**config.mk**
```make
export PLATFORM = sky130hd
export DESIGN_NAME = ram_mfc_controller
export DESIGN_NICKNAME = d
export VERILOG_FILES = /design/src/rtl/mem_pkg.sv /design/src/rtl/ram_mfc_controller.sv
export SDC_FILE = /design/constraint.sdc
export NUM_CORES = 1
export LEC_CHECK = 0
export BUFFER_PORTS_ARGS = -buffer_cell sky130_fd_sc_hd__buf_2
export CORE_MARGIN = 8
export CORE_UTILIZATION = 49
export DETAILED_ROUTE_END_ITERATION = 7
export PLACE_DENSITY_LB_ADDON = 0.25
export SLEW_MARGIN = 10
export SYNTH_ARGS = -nofsm -noshare
export SYNTH_HDL_FRONTEND = slang
export SYNTH_SLANG_ARGS = --single-unit
```
**constraint.sdc**
```tcl
create_clock -name Clock -period 3.4 [get_ports Clock]
set_input_delay 0.17 -clock Clock [delete_from_list [all_inputs] [get_ports Clock]]
set_output_delay 0.17 -clock Clock [all_outputs]
set_load 0.03 [all_outputs]
```
**src/rtl/mem_pkg.sv**
```systemverilog
// Shared definitions for the RAM memory-function-complete controller:
// FSM state encoding, default geometry and latencies.
package mem_pkg;

    typedef enum logic [1:0] {
        IDLE   = 2'd0,
        ACCESS = 2'd1,
        DONE   = 2'd2
    } state_e;

    localparam int WORD_W            = 32;
    localparam int RAM_ADDR_W        = 8;
    localparam int DEF_READ_LATENCY  = 2;
    localparam int DEF_WRITE_LATENCY = 1;
    localparam int CNT_W             = 3;

endpackage

```
**src/rtl/ram_mfc_controller.sv**
```systemverilog
// Bridges the processor RAM port to a fixed-latency synchronous RAM and
// signals completion with a four-phase request / MFC handshake.
module ram_mfc_controller
    import mem_pkg::*;
#(
    parameter int ADDR_W        = RAM_ADDR_W,
    parameter int READ_LATENCY  = DEF_READ_LATENCY,
    parameter int WRITE_LATENCY = DEF_WRITE_LATENCY
) (
    input  logic              Clock,
    input  logic              Reset_L,
    input  logic              RAM1_Request,
    input  logic              RAM1_Read_H_Write_L,
    input  logic [WORD_W-1:0] RAM1_Address,
    input  logic [WORD_W-1:0] RAM1_Data_In,
    output logic [WORD_W-1:0] RAM1_Data_Out,
    output logic              RAM1_MFC,
    output logic              RAM1_Addr_Error,
    output logic              Busy,
    output logic [ADDR_W-1:0] Ram_Address,
    output logic [WORD_W-1:0] Ram_Data,
    output logic              Ram_WrEn,
    input  logic [WORD_W-1:0] Ram_Q
);

    localparam logic [CNT_W-1:0] RD_LAT = CNT_W'(READ_LATENCY);
    localparam logic [CNT_W-1:0] WR_LAT = CNT_W'(WRITE_LATENCY);

    state_e            state_q, state_d;
    logic [CNT_W-1:0]  cnt_q,   cnt_d;
    logic              op_q,    op_d;
    logic [ADDR_W-1:0] addr_q,  addr_d;
    logic [WORD_W-1:0] wdata_q, wdata_d;
    logic              wren_q,  wren_d;
    logic              mfc_q,   mfc_d;
    logic              err_q,   err_d;
    logic [WORD_W-1:0] rdata_q, rdata_d;

    logic              in_range;
    logic [CNT_W-1:0]  lat;

    // Any set bit above the physical width is an error, never an alias.
    assign in_range = (RAM1_Address[WORD_W-1:ADDR_W] == '0);
    assign lat      = op_q ? RD_LAT : WR_LAT;

    always_comb begin
        state_d = state_q;
        cnt_d   = cnt_q;
        op_d    = op_q;
        addr_d  = addr_q;
        wdata_d = wdata_q;
        wren_d  = wren_q;
        mfc_d   = mfc_q;
        err_d   = err_q;
        rdata_d = rdata_q;

        case (state_q)
            IDLE: begin
                if (RAM1_Request) begin
                    if (in_range) begin
                        addr_d  = RAM1_Address[ADDR_W-1:0];
                        wdata_d = RAM1_Data_In;
                        wren_d  = ~RAM1_Read_H_Write_L;
                        op_d    = RAM1_Read_H_Write_L;
                        cnt_d   = CNT_W'(1);
                        state_d = ACCESS;
                    end else begin
                        mfc_d   = 1'b1;
                        err_d   = 1'b1;
                        state_d = DONE;
                    end
                end
            end

            ACCESS: begin
                // Write enable is only ever high for the cycle after acceptance.
                wren_d = 1'b0;
                if (cnt_q == lat) begin
                    mfc_d   = 1'b1;
                    state_d = DONE;
                    if (op_q) begin
                        rdata_d = Ram_Q;
                    end
                end else begin
                    cnt_d = cnt_q + CNT_W'(1);
                end
            end

            DONE: begin
                if (!RAM1_Request) begin
                    mfc_d   = 1'b0;
                    err_d   = 1'b0;
                    state_d = IDLE;
                end
            end

            default: begin
                state_d = IDLE;
            end
        endcase
    end

    always_ff @(posedge Clock or negedge Reset_L) begin
        if (!Reset_L) begin
            state_q <= IDLE;
            cnt_q   <= '0;
            op_q    <= 1'b0;
            addr_q  <= '0;
            wdata_q <= '0;
            wren_q  <= 1'b0;
            mfc_q   <= 1'b0;
            err_q   <= 1'b0;
            rdata_q <= '0;
        end else begin
            state_q <= state_d;
            cnt_q   <= cnt_d;
            op_q    <= op_d;
            addr_q  <= addr_d;
            wdata_q <= wdata_d;
            wren_q  <= wren_d;
            mfc_q   <= mfc_d;
            err_q   <= err_d;
            rdata_q <= rdata_d;
        end
    end

    assign RAM1_Data_Out   = rdata_q;
    assign RAM1_MFC        = mfc_q;
    assign RAM1_Addr_Error = err_q;
    assign Busy            = (state_q != IDLE);
    assign Ram_Address     = addr_q;
    assign Ram_Data        = wdata_q;
    assign Ram_WrEn        = wren_q;

endmodule

```
* Yosys cells after proc, flatten, opt, wreduce, memory -nomap -nowiden *
Index checks and enable logic that the tools add are counted.

storage, ports and cells
  register bits = 81
  bits of input ports = 100
  output and inout bits = 76

operators by class
  $add $sub $neg = 1
  equal/unequal tests = 9
  multiplexer cells = 19
  bitwise logic cells = 1
  reductions and logical operators = 13

operators with widths
  cell                 number
  $logic_not 24->1     1
  $ne 2x2->1 const B   6
  $reduce_and 3->1     4
  $mux 2               5
  $mux 3               3
  $reduce_and 4->1     2
  $mux 1               6
  $pmux 2 s3           1
  $pmux 3 s2           1
  $reduce_bool 2->1    3
  $reduce_and 5->1     1
  $pmux 1 s2           2
  $add 3x1->3 const B  1
  $eq 3x2->1           1
  $pmux 1 s3           1
  $reduce_bool 3->1    1
  $eq 2x1->1 const B   1
  $eq 2x2->1 const B   1
  $logic_not 2->1      1
  $not 1->1            1

* Logic depth before layout (Yosys ltp) *
  depth after elaboration = 4
  mapped depth = 7
  depth with buffers taken out = 6

* Worst setup path before layout *
No wires, ideal clock.

  kind = reg2reg
  start = register state_q[1]
  end = register rdata_q[10], in the netlist RAM1_Data_Out[10]
  data arrival time = 1.758 ns
  required time = 3.275 ns
  setup slack = 1.517 ns
  cell stages (with the launch flop) = 8
  path buffers = 2
  period minus slack after synthesis = 1.883 ns
  path through = dfrtp_1 > inv_1 > ha_1 > buf_2 > inv_1 > nor3_2 > buf_2 > mux2_2

on the way
  word-level cells in the longest chain between the ends = 2

ends and longest elaborated chain
  element                     RTL line                   RTL
  start, declared             ram_mfc_controller.sv:29   state_e state_q, state_d;
  start signal, assigned      ram_mfc_controller.sv:115  state_q <= state_d;
  $eq 2x1->1                  ram_mfc_controller.sv:57   case (state_q)
  $reduce_and 3->1 (no line)  n/a
  end signal, assigned        ram_mfc_controller.sv:123  rdata_q <= rdata_d;
  end, declared               ram_mfc_controller.sv:37   logic [WORD_W-1:0] rdata_q, rdata_d;

Every way passes these cells.
A chain may end at the register's enable or synchronous reset.

* Final worst setup path *
  start = register state_q[1]
  end = register wdata_q[18], in the netlist Ram_Data[18]

on the way
  word-level cells in the longest chain between the ends = 2

ends and longest elaborated chain
  element                     RTL line                   RTL
  $logic_not 2->1             ram_mfc_controller.sv:57
  $reduce_and 3->1 (no line)  n/a
  end signal, assigned        ram_mfc_controller.sv:119  wdata_q <= wdata_d;
  end, declared               ram_mfc_controller.sv:33   logic [WORD_W-1:0] wdata_q, wdata_d;

Every way passes these cells.

==> impl_metrics.toml <==
[die]
design.die.area_um2 = 10090
initial_utilization = 0.5114
core_area_um2 = 6832
io_pins = 176
die_h_um = 100.4
die_w_um = 100.4
rows = 30

[power]
ir_drop_mv = 0.2470
p_leak_nw = 2.748
p_per_area_nw_per_um2 = 429.1

[cts]
numClockSinks = 81
cts-root-buf = "clkbuf_8"
cts_setup_buffers = 0
numCtsBuffers = 9
ctsHoldBuffers = 0
ctsResizeCount = 0
cts_buffer_depth = 2
cts_tree = "built"
h-tree-depth = 3
clk_pin_slew_ns = 0.08
clk_latency_ns = 0.33

[critical_path]
worstPathRequired_ns = 3.63
max_stage_delay_ns = 0.50
critPathArrivalTime_ns = 2.52
crit_slowest_cell = "nand4_4"
critPathCaptureType = "flop"
crit_family = "buffers and inverters"
criticalPathCategory = "reg -> reg"
cp_max_fo = 21
crit_path_cell_trace = "inv_1, ha_1, nand4_4, buf_4, mux2_4"
cp-start-kind = "flop"
worst-path-buf-inv = 2

[layout]
drive_gt1_frac = 0.6757
diodes = 0
fillers = 537
layout.nets = 503
multiInputGateArea_um2 = 1378
area_growth_pct = 33.74
ff_latch_area_um2 = 2027

[global_route]
grt_start_max_net_pins = 82
overflow = 0
use_met2 = 0.2513
grt_use_met1 = 0.1966
grt_util_all_layers = 0.1612
grt.busiest_layer = "met2"
grt_pass1_vias = 2634
met3_usage = 0.06574
grt_antenna_before_repair = 0
grt_pass1_wl_um = 12890

[run_status]
violations = "negative hold slack"
run_status = "complete, but fails checks"

[synth]
synth_compound_area_frac = 0.03510
synthSimpleGateAreaFrac = 0.05874
yosys_most_used_dff = "dfrtp_1"
ys_types = 38
synth_mux_area_frac = 0.2844
seq_area_frac_synth = 0.5802
synth_xor_area_frac = 0
ys_ff_latch = 81
yosys_warnings = 0
synth_top_area_frac = 0.5802
synth_area_leaders = "dfrtp_1 58%, mux2_4 17%, mux2_2 11%, ha_1 1.4%, buf_6 1.3%"
postSynthAreaPerCell_um2 = 15.95
synth_area_um2 = 3493
synth_top_family_by_area = "multiplexers"
yosysTopAreaCell = "dfrtp_1"
synthCells = 219
synth-async-reset-ratio = 1.000
synthAdderAreaFrac = 0.01433
synth_edf_count = 0
synth_nets = 323

[sta]
slew_viol_final = 0
holdWs_ns = -0.01809
period_share = 0.6737
maxSlewHeadroom = 0.3580
worst_slack_ns = 1.109
fin_crit_ns = 2.291
worstMarginPinSlew_ns = 0.9630
max_freq_ghz = 0.4366
hold_viol_final = 11
fin_skew_ns = 0.007603
rsz0062_at_grt = "false"
setup_violations = 0
final.setup.tns_ns = 0

[route]
vias_per_cell = 4.810
drtIter0Drc = 88
drc = 0
via_count = 2405
wire_per_inst_um = 16.09
route.antenna.remaining_nets = 0
routed_wl_um = 8047
drtPass1Iterations = 4

[placed_design]
place.gp.congestion = 0.7910
pre_cts_ws_ns = 1.044
portBuffers = 175
dp_hpwl_um = 6289

[run]
max-cap-violations = 0

[hold_path]
hold_class = "in -> async"
registers in the layout, indices dropped and copies added, names as in the netlist:
name / count
RAM1_Addr_Error: 1
op_q: 1
RAM1_MFC: 1
RAM1_Data_Out: 32
state_q: 2
Ram_WrEn: 1
Ram_Address: 8
Ram_Data: 32
cnt_q: 3
worst reg2reg max path, stage by stage (launching register included):
cell and delay (ns):
dfrtp_1 0.41, inv_1 0.09, ha_1 0.39, nand4_4 0.50, buf_4 0.45, mux2_4 0.35
through the flow:
| stage | utilization | cell area [um^2] | hold WS (ns) | cells | power, W |
|---|---|---|---|---|---|
| global placement | 0.6516 | 4452 | 0.3785 | 484 | 0.001269 |
| CTS | 0.6839 | 4672 | 0.01457 | 500 | 0.002034 |
| floorplan | - | 3493 | -0.1256 | 219 | 0.001155 |
| global route | 0.6839 | 4672 | 0.02678 | 500 | 0.002106 |
| detailed placement | 0.6516 | 4452 | 0.3818 | 484 | 0.001273 |
| finish | 0.6839 | 4672 | -0.01809 | 500 | 0.002005 |
worst paths after layout:
kind	end	from	cells after the start	slack (ns)
max reg2reg	Ram_Data[18]	state_q[1]	5	1.11
max in group asynchronous	state_q[0]	Reset_L	1	2.80
min	RAM1_Data_Out[9]	Reset_L	1	-0.02
min reg2reg	RAM1_Data_Out[29]	RAM1_Data_Out[29]	1	0.50
min in group Clock	Ram_WrEn	RAM1_Read_H_Write_L	2	0.04
max	Ram_Data[18]	state_q[1]	5	1.11
cell usage after synthesis (all sizes together), types with 2 or more instances:
cell type  instances
a21oi              2
a221oi             2
and2               2
buf                8
dfrtp             81
ha                 4
inv                7
mux2              74
nand2              2
nand3              2
nand4              5
nor2               2
nor3               2
nor4               6
o21ai              2
or2                2
logic make-up (layout without fill, tap and decap cells):
group | Yosys count | after routing
adder cells (fa/ha/maj) | 4 | 4
buffers and inverters | 16 | 201
multiplexers | 75 | 75
AND/OR/NAND/NOR | 28 | 28
flip-flops | 81 | 81
AO/OA/AOI/OAI | 15 | 15
report_power, final:
group          switching (W)  internal (W)
logic               0.000152      0.000107
registers          0.0000122      0.000981
clock network       0.000336      0.000416
total               0.000500       0.00150
metal layers:
layer / up-vias / part of all wire
li1: 1162 / -
met1: 1122 / 0.43
met2: 113 / 0.46
met3: 8 / 0.099
met4: 0 / 0.012
met5: - / 0
cell usage in the layout, fill, tap and decap left out, types with 2 or more instances in the layout:
master and count:
nor2_1 2, a221oi_1 2, nand4_1 4, buf_2 174, a21oi_1 2, clkinvlp_4 2, clkinv_4 2, clkbuf_8 9
mux2_4 40, and2_1 2, nor4_1 4, inv_1 7, o21ai_0 2, dfrtp_1 81, bufinv_16 2, nand2_1 2
ha_1 4, nand3_1 2, buf_4 4, mux2_2 34, nor4_2 2
area by class of cell:
type,count,area share
repair buffers,178,0.1928
flip-flops and latches,81,0.4339
multi-input cells,122,0.2949
clock buffers,10,0.02732
clock inverters,6,0.01982
inverters,7,0.005624
well taps,96,0.02571
No activity file was read; power rests on OpenSTA's default activity.
